## src/rtl/dma_stream_merge2to1.sv

```systemverilog
// 2-to-1 DMA stream merger: burst-locked arbitration onto one registered output channel.
// Define DMA_MERGE_FIXED_PRIO_EN for fixed channel-0 priority instead of round-robin.
module dma_stream_merge2to1 #(
    parameter int unsigned DATA_WIDTH = 32
) (
    input  logic                  ACLK,
    input  logic                  ARESETn,
    input  logic [DATA_WIDTH-1:0] din1,
    input  logic                  din1_valid,
    input  logic                  din1_last,
    output logic                  din1_ready,
    input  logic [DATA_WIDTH-1:0] din2,
    input  logic                  din2_valid,
    input  logic                  din2_last,
    output logic                  din2_ready,
    output logic [DATA_WIDTH-1:0] dout,
    output logic                  dout_valid,
    output logic                  dout_last,
    output logic                  dout_sel,
    input  logic                  dout_ready
);

    typedef enum logic [0:0] {StIdle, StLocked} state_e;

    state_e                state_q, state_d;
    logic                  lock_src_q, lock_src_d;
    logic [DATA_WIDTH-1:0] dout_q, dout_d;
    logic                  dout_valid_q, dout_valid_d;
    logic                  dout_last_q, dout_last_d;
    logic                  dout_sel_q, dout_sel_d;

    logic                  load_en;
    logic                  grant_vld;
    logic                  grant_sel;
    logic                  tie_sel;
    logic                  accept;
    logic                  acc_last;
    logic [DATA_WIDTH-1:0] acc_data;

`ifdef DMA_MERGE_FIXED_PRIO_EN
    assign tie_sel = 1'b0;
`else
    logic rr_ptr_q, rr_ptr_d;
    assign tie_sel = rr_ptr_q;
`endif

    always_comb begin
        load_en   = dout_ready | ~dout_valid_q;
        grant_vld = 1'b0;
        grant_sel = 1'b0;
        if (state_q == StLocked) begin
            // Owner keeps the grant even while its valid is low mid-burst.
            grant_vld = 1'b1;
            grant_sel = lock_src_q;
        end else if (din1_valid && din2_valid) begin
            grant_vld = 1'b1;
            grant_sel = tie_sel;
        end else if (din1_valid) begin
            grant_vld = 1'b1;
            grant_sel = 1'b0;
        end else if (din2_valid) begin
            grant_vld = 1'b1;
            grant_sel = 1'b1;
        end
        din1_ready = ARESETn & load_en & grant_vld & ~grant_sel;
        din2_ready = ARESETn & load_en & grant_vld & grant_sel;
        accept     = grant_sel ? (din2_valid & din2_ready) : (din1_valid & din1_ready);
        acc_data   = grant_sel ? din2 : din1;
        acc_last   = grant_sel ? din2_last : din1_last;
    end

    always_comb begin
        state_d      = state_q;
        lock_src_d   = lock_src_q;
        dout_d       = dout_q;
        dout_valid_d = dout_valid_q;
        dout_last_d  = dout_last_q;
        dout_sel_d   = dout_sel_q;
`ifndef DMA_MERGE_FIXED_PRIO_EN
        rr_ptr_d     = rr_ptr_q;
`endif
        if (accept) begin
            dout_d       = acc_data;
            dout_valid_d = 1'b1;
            dout_last_d  = acc_last;
            dout_sel_d   = grant_sel;
            if (acc_last) begin
                state_d = StIdle;
`ifndef DMA_MERGE_FIXED_PRIO_EN
                rr_ptr_d = ~grant_sel;
`endif
            end else begin
                state_d    = StLocked;
                lock_src_d = grant_sel;
            end
        end else if (dout_ready) begin
            dout_valid_d = 1'b0;
        end
    end

    always_ff @(posedge ACLK) begin
        if (!ARESETn) begin
            state_q      <= StIdle;
            lock_src_q   <= 1'b0;
            dout_q       <= '0;
            dout_valid_q <= 1'b0;
            dout_last_q  <= 1'b0;
            dout_sel_q   <= 1'b0;
`ifndef DMA_MERGE_FIXED_PRIO_EN
            rr_ptr_q     <= 1'b0;
`endif
        end else begin
            state_q      <= state_d;
            lock_src_q   <= lock_src_d;
            dout_q       <= dout_d;
            dout_valid_q <= dout_valid_d;
            dout_last_q  <= dout_last_d;
            dout_sel_q   <= dout_sel_d;
`ifndef DMA_MERGE_FIXED_PRIO_EN
            rr_ptr_q     <= rr_ptr_d;
`endif
        end
    end

    assign dout       = dout_q;
    assign dout_valid = dout_valid_q;
    assign dout_last  = dout_last_q;
    assign dout_sel   = dout_sel_q;

endmodule
```

## config.mk

```make
export PLATFORM = sky130hd
export DESIGN_NAME = dma_stream_merge2to1
export DESIGN_NICKNAME = d
export VERILOG_FILES = /design/src/rtl/dma_stream_merge2to1.sv
export SDC_FILE = /design/constraint.sdc
export NUM_CORES = 1
export LEC_CHECK = 0
export BUFFER_PORTS_ARGS = -buffer_cell sky130_fd_sc_hd__buf_2
export CORE_MARGIN = 2
export CORE_UTILIZATION = 38
export DETAILED_ROUTE_END_ITERATION = 8
export PLACE_DENSITY = 0.72
export SYNTH_ARGS = -nofsm -noshare
export SYNTH_HDL_FRONTEND = slang
export SYNTH_SLANG_ARGS = --single-unit
```

## constraint.sdc

```tcl
create_clock -name ACLK -period 1.7 [get_ports ACLK]
set_clock_uncertainty 0.1 [all_clocks]
set_input_delay 0.085 -clock ACLK [delete_from_list [all_inputs] [get_ports ACLK]]
set_output_delay 0.085 -clock ACLK [all_outputs]
set_load 0.01 [all_outputs]
```

==> impl_metrics.toml, run 1 <==
[run_status]
status = "finished, final reports clean"

[routing]
drcViolationCount = 0
vias = 1826
drt_wl_total_um = 4870
dr.pass1.iters = 4
ant_nets = 0
drt_iter0_markers = 79
drt-wirelength-per-cell_um = 13.1
avgViaCountPerCell = 4.92

[worst_setup_path]
critPathSlowestCell = "dfxtp_4"
r2r_cells = 6
slowest_delay_ns = 0.37
cp-end-kind = "output pin"
rr_startpoint = "state_q$_SDFFE_PN0P_"
cp.arrival_ns = 1.43
critical_path_class = "flop to output pin"
worst_setup_path_start_kind = "flop"
cp_max_fo = 7
worstPathRequired_ns = 1.51
crit_chain = "nor2b_2, a22oi_2, buf_12, nor3_1, buf_2"
rrSetupSlack_ns = 0.10
r2r_end = "dout[17]$_SDFFE_PN0P_"
setup.worst_path.start = "state_q$_SDFFE_PN0P_"

[min_path]
whs_path_depth = 3
min_path_type = "primary input to flop"
worstHoldEndpoint = "dout[7]$_SDFFE_PN0P_"
worstHoldStart = "din1[7]"

[power]
vdd_drop_max_v = 0.000562
p_seq_share_pct = 46.2
switching_share_pct = 26.9
clkPwrFrac_pct = 27.3
p_sw_uw = 585
pwr-share-comb_pct = 26.5
cellLeakagePower_nw = 1.44
internal_power_mw = 1.59
p_per_area_mw_per_mm2 = 783

[floorplanning]
core_sq_mm = 0.00435
chipWidth_um = 71.4
pin_count = 108
initial_core_util_pct = 39.7
rows = 24
dieHeight_um = 71.4
dieArea_sq_mm = 0.00510

[clock_network]
clkLatencyLatePin_ns = 0.28
cts_tree = "built"
cts_buffers = 5
ctsRootBufferMaster = "clkbuf_8"
clk_path_buf_depth = 2
cts.clk_slew.worst_paths_ns = 0.07
clock-sinks = 38
htreeDepth = 2

[yosys]
yosysSeqAreaShare_pct = 44.1
yosysWarnings = 0
netlist_instances = 183
ys_types = 28
synth_seq_cells = 38
yosysTopAreaCell = "dfxtp_1"
synth_top_cell_area_share_pct = 44.1
syn_area_per_cell_sq_um = 9.44
synth_area_leaders = "dfxtp_1, mux2i_1, a21oi_1, o21ai_0, buf_4"
synthesis.nets = 254
synthesis.area_sq_mm = 0.00173

[layout]
layout_common_cells = "buf_2, dfxtp_1, a21oi_1"
postLayoutCellArea_sq_mm = 0.00278
multi_input_area_sq_um = 881
diodes = 0
layout.nets = 391
final.fill_count = 364
regArea_sq_um = 766
syn_to_final_growth_pct = 60.9
final_common_cell = "buf_2"
final_layout_size_suffix_gt1_share_pct = 42.6

[sta]
min_period_ns = 1.62
rsz0062_at_grt = "false"
hold_viol_final = 0
tightestPinTransition_ns = 0.340
fmax_mhz = 618
tns_ns = 0
setup_viol_count_final = 0
maxSlewViolCount = 0
finalHoldWorstSlack_ns = 0.00247
fin_crit_sh_pct = 95.2
slew_headroom_pct = 77.3

[global_route]
grt_max_degree = 35
gr-usage-all-layers_pct = 18.1
antenna_found_initial = 0
grt_pass1_vias = 1709
grt_pass1_wl_um = 7420
grt_overflow = 0

[placement]
io_buffers = 107
gp_congestion = 0.851
dpl.hpwl_um = 3100
place_area_sq_mm = 0.00234

[job]
maxCapViolCount = 0
[flip-flops by register name (all words and copies together), names as in the netlist]
signal / flops
dout_last: 1
lock_src_q: 1
rr_ptr_q: 1
dout_valid: 1
dout: 32
dout_sel: 1
state_q: 1
[worst max-delay path: cells and delay by family, from the launching register on]
kind | cells | cell delay [ns]
AOI/OAI and AO/OA | 1 | 0.14
buffers and inverters | 2 | 0.32
DFF | 1 | 0.37
and+or+nand+nor | 2 | 0.34
[routing by layer]
layer  track usage (%)  vias up  share of wire (%)
li1                  -      940                  -
met1              20.1      824                 42
met2              33.4       58                 52
met3              4.64        4                5.5
met4              5.87        0               0.70
met5                 0        -                  0
[cell usage after synthesis (all sizes together)]
master / number
dfxtp: 38
a21oi: 34
mux2i: 33
o21ai: 33
clkbuf: 8
buf: 7
nor2: 6
nand2b: 3
nor3: 3
a31oi: 2
inv: 2
nor2b: 2
or4: 2
a2111oi: 1
a21boi: 1
a22o: 1
a22oi: 1
a311oi: 1
nand2: 1
nand4b: 1
o2111a: 1
o21a: 1
o41ai: 1
[power by group through the flow]
stage | Clock [mW] | Combinational, mW | Sequential, mW
after global routing | 0.645 | 0.633 | 1.01
after CTS | 0.613 | 0.535 | 1.00
after detailed placement | 0 | 0.481 | 1.02
after floorplan | 0 | 0.234 | 1.06
final | 0.595 | 0.576 | 1.00
after global placement | 0 | 0.471 | 1.02
[cell families after synthesis]
kind of cell,synth area share [%]
flip-flops,44.1
AO/OA/AOI/OAI,25.2
buffers and inverters,5.87
AND/OR/NAND/NOR,5.72
multiplexers,19.1
[how the worst max path moves through the flow]
stage | slack [ns] | endpoint | depth (start not counted)
finish | 0.08 | din2_ready | 5
global route | 0.003 | dout[17]$_SDFFE_PN0P_ | 6
CTS | 0.03 | dout[13]$_SDFFE_PN0P_ | 6
detailed placement | 0.06 | dout[22]$_SDFFE_PN0P_ | 5
global placement | 0.09 | dout[13]$_SDFFE_PN0P_ | 5
floorplan | 0.11 | dout_last$_SDFFE_PN0P_ | 4
[per-stage QoR]
stage | instances | power (mW) | setup slack [ns] | util, %
after detailed placement | 337 | 1.50 | 0.0608 | 53.7
after global routing | 371 | 2.29 | 0.00320 | 63.8
after CTS | 368 | 2.15 | 0.0259 | 61.5
after floorplan | 183 | 1.29 | 0.114 | -
final | 371 | 2.18 | 0.0820 | 63.8
after global placement | 337 | 1.49 | 0.0945 | 53.7
[area by class of cell]
| type | count | share of cell area (%) |
|---|---|---|
| flip-flops and latches | 38 | 27.6 |
| repair buffers | 145 | 35.2 |
| clock buffers | 6 | 2.97 |
| inverters | 2 | 0.270 |
| well taps | 52 | 2.34 |
| multi-input cells | 128 | 31.7 |
[repair_timing]
| action | CTS | global route |
|---|---|---|
| resized for setup | 1 | 7 |
| endpoints found under the hold margin | 15 | 0 |
| buffers inserted | 3 | 0 |
| pin swaps | 1 | 2 |
| hold buffers | 22 | 0 |
| gates cloned | 0 | 3 |
| setup endpoints to repair | 1 | 34 |
(Power assumes the default switching activity.)
==> run 2, diff against run 1 <==
MAX_ROUTING_LAYER = met4   (was not set)
==> impl_metrics.toml, run 2 (synthesis gave the netlist of run 1 again) <==
[run_status]
status = "finished, final reports clean"

[layout]
final_layout_size_suffix_gt1_share_pct = 42.6
post-route-util_pct = 63.8
largest_register_ffs = 32
diodes = 0
layout_common_cells = "buf_2, dfxtp_1, a21oi_1"
syn_to_final_growth_pct = 60.9
layout.nets = 391
postLayoutCellArea_sq_mm = 0.00278
final_common_cell = "buf_2"

[clock_network]
cts_tree = "built"
clk_path_buf_depth = 2
ctsRootBufferMaster = "clkbuf_8"
clkLatencyLatePin_ns = 0.27
cts.clk_slew.worst_paths_ns = 0.07
htreeDepth = 2
cts_buffers = 5
clock-sinks = 38

[floorplanning]
rows = 24
initial_core_util_pct = 39.7
chipWidth_um = 71.4
dieArea_sq_mm = 0.00510
pin_count = 108
dieHeight_um = 71.4
core_sq_mm = 0.00435

[routing]
ant_nets = 0
vias = 1818
avgViaCountPerCell = 4.90
drt_iter0_markers = 78
drt_wl_total_um = 4850
dr.pass1.iters = 4
drt-wirelength-per-cell_um = 13.1
drcViolationCount = 0

[global_route]
gr-usage-all-layers_pct = 18.7
grt_overflow = 0
grt_max_degree = 35
grt_pass1_vias = 1706
grt_pass1_wl_um = 7440
antenna_found_initial = 0

[worst_setup_path]
rr_startpoint = "state_q$_SDFFE_PN0P_"
slowest_delay_ns = 0.37
r2r_end = "dout[17]$_SDFFE_PN0P_"
critPathSlowestCell = "dfxtp_4"
worst_setup_path_start_kind = "flop"
cp.arrival_ns = 1.43
cp_max_fo = 7
rrSetupSlack_ns = 0.10
worstPathRequired_ns = 1.51
crit_chain = "nor2b_2, a22oi_2, buf_12, nor3_1, buf_2"
r2r_cells = 6
critical_path_class = "flop to output pin"
cp-end-kind = "output pin"
setup.worst_path.start = "state_q$_SDFFE_PN0P_"

[sta]
slew_headroom_pct = 77.4
rsz0062_at_grt = "false"
fmax_mhz = 619
tightestPinTransition_ns = 0.339
setup_viol_count_final = 0
tns_ns = 0
maxSlewViolCount = 0
hold_viol_final = 0
min_period_ns = 1.62
fin_crit_sh_pct = 95.1

[power]
cellLeakagePower_nw = 1.44
vdd_drop_max_v = 0.000564
p_per_area_mw_per_mm2 = 783

[min_path]
min_path_type = "primary input to flop"
worstHoldEndpoint = "dout[7]$_SDFFE_PN0P_"
worstHoldStart = "din1[7]"
whs_path_depth = 3

[placement]
gp_congestion = 0.865
dpl.hpwl_um = 3100
io_buffers = 107
place_area_sq_mm = 0.00234

[job]
maxCapViolCount = 0
## run 2: cell counts in the layout (fill, tap and decap cells not counted)
Identical to the previous run, type by type.
## run 2: how the worst max path moves through the flow
| stage | cells after the start | to | slack, ns |
|---|---|---|---|
| floorplan | 4 | dout_last$_SDFFE_PN0P_ | 0.11 |
| global placement | 5 | dout[13]$_SDFFE_PN0P_ | 0.09 |
| detailed placement | 5 | dout[22]$_SDFFE_PN0P_ | 0.06 |
| CTS | 6 | dout[13]$_SDFFE_PN0P_ | 0.03 |
| global route | 6 | dout[17]$_SDFFE_PN0P_ | 0.003 |
| finish | 5 | din2_ready | 0.08 |
## run 2: power breakdown
part,switching (mW),internal (mW),total (mW)
logic,0.267,0.310,0.577
registers,0.0359,0.968,1.00
clock network,0.282,0.313,0.595
total,0.585,1.59,2.18
## run 2: worst max-delay path: cells and delay by family (launching register included)
family	cells	cell delay, ns
AO/OA/AOI/OAI	1	0.14
buffers and inverters	2	0.32
AND/OR/NAND/NOR	2	0.34
flip-flops	1	0.37
## run 2: through the flow
| step | setup slack [ns] | cells | power (mW) | hold WS (ns) |
|---|---|---|---|---|
| 3_5_place_dp | 0.0608 | 337 | 1.50 | 0.215 |
| 2_1_floorplan | 0.114 | 183 | 1.29 | 0.0926 |
| 5_1_grt | 0.00320 | 371 | 2.29 | 0.0158 |
| 3_3_place_gp | 0.0945 | 337 | 1.49 | 0.213 |
| 6_report | 0.0835 | 371 | 2.18 | 0.00215 |
| 4_1_cts | 0.0259 | 368 | 2.15 | 0.0000959 |
## run 2: metal layers
metal | share of wire (%) | GRT usage [%]
met1 | 42 | 20.5
met2 | 52 | 33.3
met3 | 5.3 | 4.36
met4 | 0.29 | 5.87
met5 | 0 | -
## run 2: final cells by class
| type | instances | area (sq um) |
|---|---|---|
| repair buffers | 145 | 977 |
| flip-flops and latches | 38 | 766 |
| clock buffers | 6 | 82.6 |
| fillers | 364 | 1580 |
| well taps | 52 | 65.1 |
| multi-input cells | 128 | 881 |
| inverters | 2 | 7.51 |
## run 2: what timing repair did
| item | in CTS | in global routing |
|---|---|---|
| hold buffers | 22 | 0 |
| cloned | 0 | 3 |
| resized for setup | 1 | 7 |
| endpoints found under the setup margin | 1 | 34 |
| pin swaps | 1 | 2 |
| buffers inserted | 3 | 0 |
| endpoints found under the hold margin | 15 | 0 |
==> run 3, diff against run 2 <==
CELL_PAD_IN_SITES_DETAIL_PLACEMENT = 2   (was not set)
CELL_PAD_IN_SITES_GLOBAL_PLACEMENT = 2   (was not set)
CORE_UTILIZATION = 20   (was 38)
PLACE_DENSITY = 0.7   (was 0.72)
==> impl_metrics.toml, run 3 (synthesis gave the netlist of run 1 again) <==
[run_status]
status = "finished, final reports clean"

[worst_setup_path]
cp-end-kind = "flop"
r2r_cells = 6
critical_path_class = "flop to flop"
r2r_end = "dout_last$_SDFFE_PN0P_"
worstPathRequired_ns = 1.83
cp.arrival_ns = 1.78
rrSetupSlack_ns = 0.05
cp_max_fo = 9
worst_setup_path_start_kind = "flop"
rr_startpoint = "state_q$_SDFFE_PN0P_"

[global_route]
grt_overflow = 0
grt_max_degree = 37
grt_pass1_vias = 2076
gr-usage-all-layers_pct = 13.7
antenna_found_initial = 0
grt_pass1_wl_um = 10300

[sta]
hold_viol_final = 0
tightestPinTransition_ns = 0.331
fin_crit_sh_pct = 97.2
fmax_mhz = 605
min_period_ns = 1.65
tns_ns = 0
slew_headroom_pct = 77.9
maxSlewViolCount = 0
setup_viol_count_final = 0
rsz0062_at_grt = "true"

[clock_network]
cts_buffers = 5
cts.clk_slew.worst_paths_ns = 0.08
clkLatencyLatePin_ns = 0.28
clk_path_buf_depth = 2
cts_tree = "built"
ctsRootBufferMaster = "clkbuf_8"
clock-sinks = 38
htreeDepth = 2

[layout]
layout_common_cells = "buf_2, dfxtp_1, a21oi_1, dlygate4sd3_1, o21ai_0"
diodes = 0
final_common_cell = "buf_2"
syn_to_final_growth_pct = 75.0
final_layout_size_suffix_gt1_share_pct = 42.9
fin_cells = 438
layout.nets = 403
largest_register_ffs = 32

[floorplanning]
rows = 33
dieHeight_um = 96.9
initial_core_util_pct = 20.8
core_sq_mm = 0.00830
dieArea_sq_mm = 0.00939
pin_count = 108
chipWidth_um = 96.9

[placement]
dpl.hpwl_um = 4350
io_buffers = 107
dp.cells = 390
gp_congestion = 0.743

[power]
vdd_drop_max_v = 0.000244
p_per_area_mw_per_mm2 = 786
cellLeakagePower_nw = 1.52

[job]
maxCapViolCount = 0

[routing]
drt_wl_total_um = 6800
drt_iter0_markers = 32
dr.pass1.iters = 3
drcViolationCount = 0
avgViaCountPerCell = 4.56
ant_nets = 0
vias = 1999
drt-wirelength-per-cell_um = 15.5

[min_path]
whs_path_depth = 3
worstHoldStart = "din1[26]"
worstHoldEndpoint = "dout[26]$_SDFFE_PN0P_"
min_path_type = "primary input to flop"
## run 3: stage by stage
step           util [%]  worst slack (ns)  instance area, sq um  hold WS [ns]  total power [mW]
2_1_floorplan         -             0.114                  1730        0.0926              1.29
3_3_place_gp       29.1            0.0770                  2420         0.215              1.51
3_5_place_dp       29.1          -0.00849                  2420         0.234              1.53
4_1_cts            34.3           0.00760                  2850      0.000136              2.33
5_1_grt            36.4           -0.0443                  3020       0.00167              2.52
6_report           36.4            0.0468                  3020       0.00384              2.37
## run 3: how the worst max path moves through the flow
stage,start,endpoint,depth (start not counted),slack (ns)
floorplan,state_q$_SDFFE_PN0P_,dout_last$_SDFFE_PN0P_,4,0.11
global placement,lock_src_q$_SDFFE_PN0P_,dout[0]$_SDFFE_PN0P_,5,0.08
detailed placement,lock_src_q$_SDFFE_PN0P_,dout[28]$_SDFFE_PN0P_,5,-0.008
CTS,rr_ptr_q$_SDFFE_PN0P_,din2_ready,5,0.008
global route,state_q$_SDFFE_PN0P_,rr_ptr_q$_SDFFE_PN0P_,6,-0.04
finish,state_q$_SDFFE_PN0P_,dout_last$_SDFFE_PN0P_,6,0.05
## run 3: worst max-delay path, stage by stage, from the launching register on
cell and delay (ns):
dfxtp_4 0.37, buf_6 0.12, a2111oi_4 0.40, buf_6 0.20, buf_12 0.11, clkbuf_16 0.14
o2111a_1 0.16
## run 3: metal layers
layer  track usage (%)  routed length, um  vias up
li1                  -                  -      969
met1              15.5               2820      956
met2              24.5               3610       66
met3              3.18                303        8
met4              3.03                 70        0
met5                 -                  0        -
## run 3: final cells by class
cell class	count	area, sq um
Inverter	2	7.51
Fill cell	950	5280
Timing Repair Buffer	157	1110
Clock buffer	8	110
Sequential cell	38	766
Multi-Input combinational cell	128	896
Tap cell	105	131
## run 3: where the power goes
part / internal, mW / switching, mW / total [mW] / leakage (nW)
sequential: 0.968 / 0.0389 / 1.01 / 0.315
clock: 0.410 / 0.323 / 0.733 / 0.0575
combinational: 0.336 / 0.298 / 0.634 / 1.15
## run 3: timing repair
item / in CTS / in global routing
hold buffers: 31 / 2
resized for setup: 2 / 11
pin swaps: 1 / 3
buffers inserted: 1 / 2
endpoints found under the setup margin: 14 / 33
endpoints found under the hold margin: 19 / 2
cloned: 0 / 4
